===== config.mk =====
export PLATFORM = sky130hd
export DESIGN_NAME = control_unit_risc_flat
export DESIGN_NICKNAME = d
export VERILOG_FILES = /design/src/rtl/control_unit_risc_if.sv /design/src/rtl/control_unit_risc.sv /design/src/flat_wrapper.sv
export SDC_FILE = /design/constraint.sdc
export NUM_CORES = 1
export LEC_CHECK = 0
export ABC_AREA = 1
export ABC_CLOCK_PERIOD_IN_PS = 1900
export CORE_ASPECT_RATIO = 1.75
export CORE_MARGIN = 2
export CORE_UTILIZATION = 25
export CTS_BUF_LIST = sky130_fd_sc_hd__clkbuf_4 sky130_fd_sc_hd__clkbuf_8
export CTS_CLUSTER_SIZE = 24
export DETAILED_ROUTE_END_ITERATION = 12
export PLACE_DENSITY_LB_ADDON = 0.2
export SYNTH_ARGS = -nofsm -noshare
export SYNTH_HDL_FRONTEND = slang
export SYNTH_SLANG_ARGS = --single-unit
export TNS_END_PERCENT = 20

===== constraint.sdc =====
create_clock -name clk -period 1.9 [get_ports clk]
set_input_delay 0.38 -clock clk [delete_from_list [all_inputs] [get_ports clk]]
set_output_delay 0.38 -clock clk [all_outputs]
set_load 0.01 [all_outputs]

===== src/rtl/control_unit_risc_if.sv =====
// Control bundle between the RISC sequencer and the datapath.
// master: the sequencer (reads IR and Z, drives every control strobe).
// slave : the datapath (ALU, register file, PC/IR/address registers, memory).
// Ports:
//   instruction, zero_flag                 datapath -> sequencer
//   alu_select, reg_rd_a/b, reg_wr_en,
//   reg_wr_addr, wr_sel, load_z, load_ir,
//   inc_pc, load_pc, load_addr, addr_sel,
//   mem_rd, mem_wr, halted                 sequencer -> datapath
interface control_unit_risc_if;
    localparam int unsigned DATAWIDTH   = 8;
    localparam int unsigned OPCODE_SIZE = 4;
    localparam int unsigned REG_ADDR_W  = 2;

    logic [DATAWIDTH-1:0]   instruction;
    logic                   zero_flag;
    logic [OPCODE_SIZE-1:0] alu_select;
    logic [REG_ADDR_W-1:0]  reg_rd_a;
    logic [REG_ADDR_W-1:0]  reg_rd_b;
    logic                   reg_wr_en;
    logic [REG_ADDR_W-1:0]  reg_wr_addr;
    logic                   wr_sel;
    logic                   load_z;
    logic                   load_ir;
    logic                   inc_pc;
    logic                   load_pc;
    logic                   load_addr;
    logic                   addr_sel;
    logic                   mem_rd;
    logic                   mem_wr;
    logic                   halted;

    modport master (
        input  instruction, zero_flag,
        output alu_select, reg_rd_a, reg_rd_b, reg_wr_en, reg_wr_addr, wr_sel,
               load_z, load_ir, inc_pc, load_pc, load_addr, addr_sel,
               mem_rd, mem_wr, halted
    );

    modport slave (
        output instruction, zero_flag,
        input  alu_select, reg_rd_a, reg_rd_b, reg_wr_en, reg_wr_addr, wr_sel,
               load_z, load_ir, inc_pc, load_pc, load_addr, addr_sel,
               mem_rd, mem_wr, halted
    );
endinterface


===== src/rtl/control_unit_risc.sv =====
// Multi-cycle sequencer for the 8-bit RISC core: fetches, decodes the 4-bit
// opcode and steps each instruction through a fixed state sequence, driving
// all datapath control strobes.
// Ports:
//   clk  rising-edge clock
//   rst  asynchronous active-high reset (state -> IDLE, all controls low)
//   bus  control_unit_risc_if.master: IR/Z in, datapath strobes out
// Controls are Moore outputs held in a register that is loaded from the
// decode of the next state, so each strobe is valid for the whole cycle of
// the state it belongs to and clears asynchronously with rst.
module control_unit_risc (
    input  logic                clk,
    input  logic                rst,
    control_unit_risc_if.master bus
);
    localparam int unsigned DATAWIDTH   = 8;
    localparam int unsigned OPCODE_SIZE = 4;
    localparam int unsigned REG_ADDR_W  = 2;

    localparam logic [OPCODE_SIZE-1:0] OP_NOP = 4'd0;
    localparam logic [OPCODE_SIZE-1:0] OP_NOT = 4'd4;
    localparam logic [OPCODE_SIZE-1:0] OP_RD  = 4'd5;
    localparam logic [OPCODE_SIZE-1:0] OP_WR  = 4'd6;
    localparam logic [OPCODE_SIZE-1:0] OP_BR  = 4'd7;
    localparam logic [OPCODE_SIZE-1:0] OP_BRZ = 4'd8;

    typedef enum logic [3:0] {
        S_IDLE, S_FET1, S_FET2, S_DEC, S_EX1, S_FA1, S_FA2,
        S_RD1, S_RD2, S_WR1, S_BR1, S_HALT
    } state_t;

    typedef struct packed {
        logic [OPCODE_SIZE-1:0] alu_select;
        logic [REG_ADDR_W-1:0]  reg_rd_a;
        logic [REG_ADDR_W-1:0]  reg_rd_b;
        logic                   reg_wr_en;
        logic [REG_ADDR_W-1:0]  reg_wr_addr;
        logic                   wr_sel;
        logic                   load_z;
        logic                   load_ir;
        logic                   inc_pc;
        logic                   load_pc;
        logic                   load_addr;
        logic                   addr_sel;
        logic                   mem_rd;
        logic                   mem_wr;
        logic                   halted;
    } ctrl_t;

    state_t state_q, state_d;
    ctrl_t  ctrl_q, ctrl_d;

    logic [OPCODE_SIZE-1:0] opcode;
    logic [REG_ADDR_W-1:0]  src;
    logic [REG_ADDR_W-1:0]  dest;

    // IR fields: [7:4] opcode, [3:2] src, [1:0] dest
    assign opcode = bus.instruction[DATAWIDTH-1 -: OPCODE_SIZE];
    assign src    = bus.instruction[2*REG_ADDR_W-1 -: REG_ADDR_W];
    assign dest   = bus.instruction[REG_ADDR_W-1:0];

    // State and control register
    always_ff @(posedge clk or posedge rst) begin
        if (rst) begin
            state_q <= S_IDLE;
            ctrl_q  <= '0;
        end else begin
            state_q <= state_d;
            ctrl_q  <= ctrl_d;
        end
    end

    // Next-state logic, then control decode of the state being entered.
    // The IR is already stable in DEC/FA2/RD1, i.e. whenever a state that
    // uses IR fields is being entered.
    always_comb begin
        state_d = state_q;
        ctrl_d  = '0;

        case (state_q)
            S_IDLE: state_d = S_FET1;
            S_FET1: state_d = S_FET2;
            S_FET2: state_d = S_DEC;
            S_DEC: begin
                if (opcode == OP_NOP)       state_d = S_FET1;
                else if (opcode <= OP_NOT)  state_d = S_EX1;
                else if (opcode <= OP_BRZ)  state_d = S_FA1;
                else                        state_d = S_HALT;
            end
            S_EX1:  state_d = S_FET1;
            S_FA1:  state_d = S_FA2;
            S_FA2: begin
                case (opcode)
                    OP_RD:   state_d = S_RD1;
                    OP_WR:   state_d = S_WR1;
                    OP_BR:   state_d = S_BR1;
                    OP_BRZ:  state_d = bus.zero_flag ? S_BR1 : S_FET1;
                    default: state_d = S_HALT;
                endcase
            end
            S_RD1:  state_d = S_RD2;
            S_RD2:  state_d = S_FET1;
            S_WR1:  state_d = S_FET1;
            S_BR1:  state_d = S_FET1;
            S_HALT: state_d = S_HALT;
            default: state_d = S_IDLE;
        endcase

        case (state_d)
            S_FET1, S_FA1: begin
                ctrl_d.addr_sel = 1'b0;
                ctrl_d.mem_rd   = 1'b1;
                ctrl_d.inc_pc   = 1'b1;
            end
            S_FET2: ctrl_d.load_ir = 1'b1;
            S_EX1: begin
                ctrl_d.alu_select  = opcode;
                ctrl_d.reg_rd_a    = src;
                // NOT reads src on both ports so dest gets ~R[src]
                ctrl_d.reg_rd_b    = (opcode == OP_NOT) ? src : dest;
                ctrl_d.reg_wr_addr = dest;
                ctrl_d.reg_wr_en   = 1'b1;
                ctrl_d.wr_sel      = 1'b0;
                ctrl_d.load_z      = 1'b1;
            end
            S_FA2: ctrl_d.load_addr = 1'b1;
            S_RD1: begin
                ctrl_d.addr_sel = 1'b1;
                ctrl_d.mem_rd   = 1'b1;
            end
            S_RD2: begin
                ctrl_d.reg_wr_en   = 1'b1;
                ctrl_d.reg_wr_addr = dest;
                ctrl_d.wr_sel      = 1'b1;
            end
            S_WR1: begin
                ctrl_d.addr_sel = 1'b1;
                ctrl_d.mem_wr   = 1'b1;
                ctrl_d.reg_rd_a = src;
            end
            S_BR1:  ctrl_d.load_pc = 1'b1;
            S_HALT: ctrl_d.halted  = 1'b1;
            default: ctrl_d = '0;
        endcase
    end

    assign bus.alu_select  = ctrl_q.alu_select;
    assign bus.reg_rd_a    = ctrl_q.reg_rd_a;
    assign bus.reg_rd_b    = ctrl_q.reg_rd_b;
    assign bus.reg_wr_en   = ctrl_q.reg_wr_en;
    assign bus.reg_wr_addr = ctrl_q.reg_wr_addr;
    assign bus.wr_sel      = ctrl_q.wr_sel;
    assign bus.load_z      = ctrl_q.load_z;
    assign bus.load_ir     = ctrl_q.load_ir;
    assign bus.inc_pc      = ctrl_q.inc_pc;
    assign bus.load_pc     = ctrl_q.load_pc;
    assign bus.load_addr   = ctrl_q.load_addr;
    assign bus.addr_sel    = ctrl_q.addr_sel;
    assign bus.mem_rd      = ctrl_q.mem_rd;
    assign bus.mem_wr      = ctrl_q.mem_wr;
    assign bus.halted      = ctrl_q.halted;
endmodule


===== src/flat_wrapper.sv =====
// flat-port wrapper written by rule: the top's interface ports become plain ports
module control_unit_risc_flat 
  (clk, rst, bus_instruction, bus_zero_flag, bus_alu_select, bus_reg_rd_a, bus_reg_rd_b, bus_reg_wr_en, bus_reg_wr_addr, bus_wr_sel, bus_load_z, bus_load_ir, bus_inc_pc, bus_load_pc, bus_load_addr, bus_addr_sel, bus_mem_rd, bus_mem_wr, bus_halted);
  control_unit_risc_if bus_i ();
  input  logic clk;
  input  logic rst;
  input wire logic [$bits(bus_i.instruction)-1:0] bus_instruction;
  input wire logic [$bits(bus_i.zero_flag)-1:0] bus_zero_flag;
  output wire logic [$bits(bus_i.alu_select)-1:0] bus_alu_select;
  output wire logic [$bits(bus_i.reg_rd_a)-1:0] bus_reg_rd_a;
  output wire logic [$bits(bus_i.reg_rd_b)-1:0] bus_reg_rd_b;
  output wire logic [$bits(bus_i.reg_wr_en)-1:0] bus_reg_wr_en;
  output wire logic [$bits(bus_i.reg_wr_addr)-1:0] bus_reg_wr_addr;
  output wire logic [$bits(bus_i.wr_sel)-1:0] bus_wr_sel;
  output wire logic [$bits(bus_i.load_z)-1:0] bus_load_z;
  output wire logic [$bits(bus_i.load_ir)-1:0] bus_load_ir;
  output wire logic [$bits(bus_i.inc_pc)-1:0] bus_inc_pc;
  output wire logic [$bits(bus_i.load_pc)-1:0] bus_load_pc;
  output wire logic [$bits(bus_i.load_addr)-1:0] bus_load_addr;
  output wire logic [$bits(bus_i.addr_sel)-1:0] bus_addr_sel;
  output wire logic [$bits(bus_i.mem_rd)-1:0] bus_mem_rd;
  output wire logic [$bits(bus_i.mem_wr)-1:0] bus_mem_wr;
  output wire logic [$bits(bus_i.halted)-1:0] bus_halted;
  assign bus_i.instruction = bus_instruction;
  assign bus_i.zero_flag = bus_zero_flag;
  assign bus_alu_select = bus_i.alu_select;
  assign bus_reg_rd_a = bus_i.reg_rd_a;
  assign bus_reg_rd_b = bus_i.reg_rd_b;
  assign bus_reg_wr_en = bus_i.reg_wr_en;
  assign bus_reg_wr_addr = bus_i.reg_wr_addr;
  assign bus_wr_sel = bus_i.wr_sel;
  assign bus_load_z = bus_i.load_z;
  assign bus_load_ir = bus_i.load_ir;
  assign bus_inc_pc = bus_i.inc_pc;
  assign bus_load_pc = bus_i.load_pc;
  assign bus_load_addr = bus_i.load_addr;
  assign bus_addr_sel = bus_i.addr_sel;
  assign bus_mem_rd = bus_i.mem_rd;
  assign bus_mem_wr = bus_i.mem_wr;
  assign bus_halted = bus_i.halted;
  control_unit_risc u_core (.clk(clk), .rst(rst), .bus(bus_i));
endmodule

==> summary.txt <==
status -> finished clean
FF/Latch Area -> 626 um^2
clock buffer depth -> 2
DP Area -> 1610 um^2
Synth Net Count -> 138
top sig layer -> met4
Slew Limit Fails -> 0
routed via count -> 946
CP required -> 2.09 ns
Comb pwr share -> 48.7%
drt first pass iters -> 4
most common cell after layout, fill and taps aside -> clkdlybuf4s50_1
number of setup buffers added after CTS -> 0
share of cells above drive strength 1 -> 24.0%
cell row count -> 32
setup violators final -> 0
Sw Share -> 37.2%
Total Routed Length -> 2440 um
Total GRT Usage -> 11.2%
max-cap violations -> 0
leakage power -> 0.847 nW
Avg WL per Cell -> 10.8 um
sequential share of power -> 36.7%
IO Pins -> 32
diodes inserted -> 0
die area -> 5160 um^2
Setup crit end -> u_core.bus.reg_wr_addr[1]
top-area cell type share of the netlist area -> 54.6%
Worst EP arrival -> 1.94 ns
met3 wire len -> 75 um
Finished Core Util -> 37.7%
drc violations -> 0
total power after layout -> 2.05 mW
worst skew pair latency -> 0.26 ns
top post-synthesis cells by area -> dfrtp_1 55%, nand2_1 7.9%, inv_1 6.2%, nor2_1 4.9%, nand3_1 4.4%
NumNets Final -> 187
GP Congestion -> 0.885
pin count of the biggest net entering global routing -> 26
Tcrit/Tclk final -> 92.4%
Crit Path Max Fanout -> 11
P_sw -> 763 uW
Synth area leader -> dfrtp_1
slowest library cell on the worst path -> clkdlybuf4s50_1
final period demand of the worst path -> 1.76 ns
maximum VDD drop -> 0.561 mV
most used cell, CP -> nand2_2
hold buffer count at cts -> 0
area delta synth->final -> 44.9%
Worst setup EP type -> flip-flop
reg-to-reg slack, setup -> 0.37 ns
Fin. Hold Viols -> 0
Detailed Place HPWL -> 2060 um
met2 routed WL -> 1440 um
cells after synthesis -> 127
worst clock skew -> 0.00382 ns
port bufs -> 31
CTS Buf Count -> 3
Highest Clock Rate -> 0.570 GHz
core area -> 4400 um^2
antenna violations before repair -> 0
GR Overflow Total -> 0
Reg2Reg Capture Point -> u_core.bus.reg_wr_addr[1]
first-pass GRT wire length -> 4110 um
post-synthesis cell type count -> 20
clock network fraction of total power -> 14.6%
CP cell instances -> clkdlybuf4s50_1 > nor2_4 > nand2_2 > nand2_1 > nor2_2 > nor2_4 > nand2_2 > nor2_2 > nand2_2 > a21oi_1
Seq cells post-synth -> 25
sequential share of the synthesized area -> 54.6%
Post-Syn Area -> 1140 um^2
cell area power density -> 1240 nW/um^2
syn avg cell area -> 9.01 um^2
vias in the first global route -> 953
die width -> 55.2 um
CTS tree -> built
Detail Route Antenna Nets -> 0
post-cts resize count -> 0
multi-input logic area -> 422 um^2
FF-to-FF Start -> u_core.state_q[1]
DR vias/cell -> 4.19
CP startpoint -> bus_instruction[4]
RSZ-0062 raised after global routing -> no
crit path launch type -> primary input
Finished Cell Area -> 1660 um^2
clk sinks -> 25
DR iter-0 viols -> 19
crit path kind -> in2reg
R2R depth -> 9
die height -> 93.5 um
slowest stage delay, CP -> 0.51 ns
H-tree depth -> 1
fill count -> 468
Initial Util -> 26.0%
Ys Warns -> 0
most frequent cells in the layout -> 31 x clkdlybuf4s50_1, 25 x dfrtp_1, 24 x nand2_1
clock slew at reported path FFs -> 0.08 ns
worst hold path type -> in2async
Pint -> 1.29 mW
M1 wire length -> 805 um
root buf cell -> clkbuf_8
## worst min path at each step
stage | end | start | depth (start not counted)
2_1_floorplan | u_core.bus.addr_sel | rst | 1
3_5_place_dp | u_core.bus.load_addr | u_core.state_q[1] | 3
3_3_place_gp | u_core.bus.load_addr | u_core.state_q[1] | 3
5_1_grt | u_core.bus.alu_select[3] | rst | 3
6_report | u_core.bus.wr_sel | rst | 3
4_1_cts | u_core.bus.alu_select[3] | rst | 3
## power by group through the flow
stage          logic, mW  clock network (mW)  registers [mW]
3_5_place_dp        1.01                   0           0.766
4_1_cts             1.01               0.317           0.756
3_3_place_gp        1.01                   0           0.761
5_1_grt             1.11               0.343           0.769
2_1_floorplan      0.518                   0           0.814
6_report           0.999               0.301           0.753
## layout make-up
class / instances / area share (%)
timing repair buffer: 45 / 25.0
sequential: 25 / 37.7
tap: 51 / 3.85
multi-input combinational: 78 / 25.4
inverter: 23 / 5.20
clock buffer: 3 / 2.49
clock inverter: 1 / 0.302
## routing by layer
metal,global-route usage [%],vias up
met5,0,-
met4,8.13,0
met3,1.76,8
met2,20.5,25
met1,10.1,430
li1,-,483
## kinds of logic after synthesis
group | count (synthesis) | share of synthesized area, %
flip-flops | 25 | 54.6
AO/OA/AOI/OAI | 10 | 5.79
buffers and inverters | 24 | 8.52
other | 1 | 0.328
AND/OR/NAND/NOR | 67 | 30.7
## critical path, delay by kind of cell
family                 cells  cell delay (ns)
AO/OA/AOI/OAI              1             0.17
buffers and inverters      1             0.51
AND/OR/NAND/NOR            8             0.89
## sequential cells by signal, summed over array words and instances (netlist names)
signal                  flops
u_core.bus.reg_rd_b         2
u_core.bus.reg_rd_a         2
u_core.bus.alu_select       4
u_core.bus.inc_pc           1
u_core.bus.reg_wr_en        1
u_core.bus.wr_sel           1
u_core.bus.load_z           1
u_core.bus.mem_wr           1
u_core.bus.load_addr        1
u_core.bus.halted           1
u_core.bus.addr_sel         1
u_core.bus.reg_wr_addr      2
u_core.bus.load_pc          1
u_core.state_q              4
u_core.bus.load_ir          1
u_core.bus.mem_rd           1
## through the flow
| stage | hold slack [ns] | setup TNS [ns] | worst slack [ns] | std cells |
|---|---|---|---|---|
| 6_report | 0.461 | 0 | 0.145 | 226 |
| 5_1_grt | 0.480 | 0 | 0.00529 | 226 |
| 4_1_cts | 0.464 | 0 | 0.143 | 226 |
| 3_5_place_dp | 0.597 | -1.33 | -0.134 | 222 |
| 3_3_place_gp | 0.597 | -0.788 | -0.0953 | 222 |
| 2_1_floorplan | 0.407 | 0 | 0.533 | 127 |
## Yosys cell counts, drive strengths merged
cell type	n
dfrtp	25
nand2	30
nor3	1
a31oi	1
o21ai	2
inv	23
nor3b	1
buf	1
conb	1
a21oi	7
nor2	21
nand3	14
Note: power is estimated with default switching activity, not from simulation.
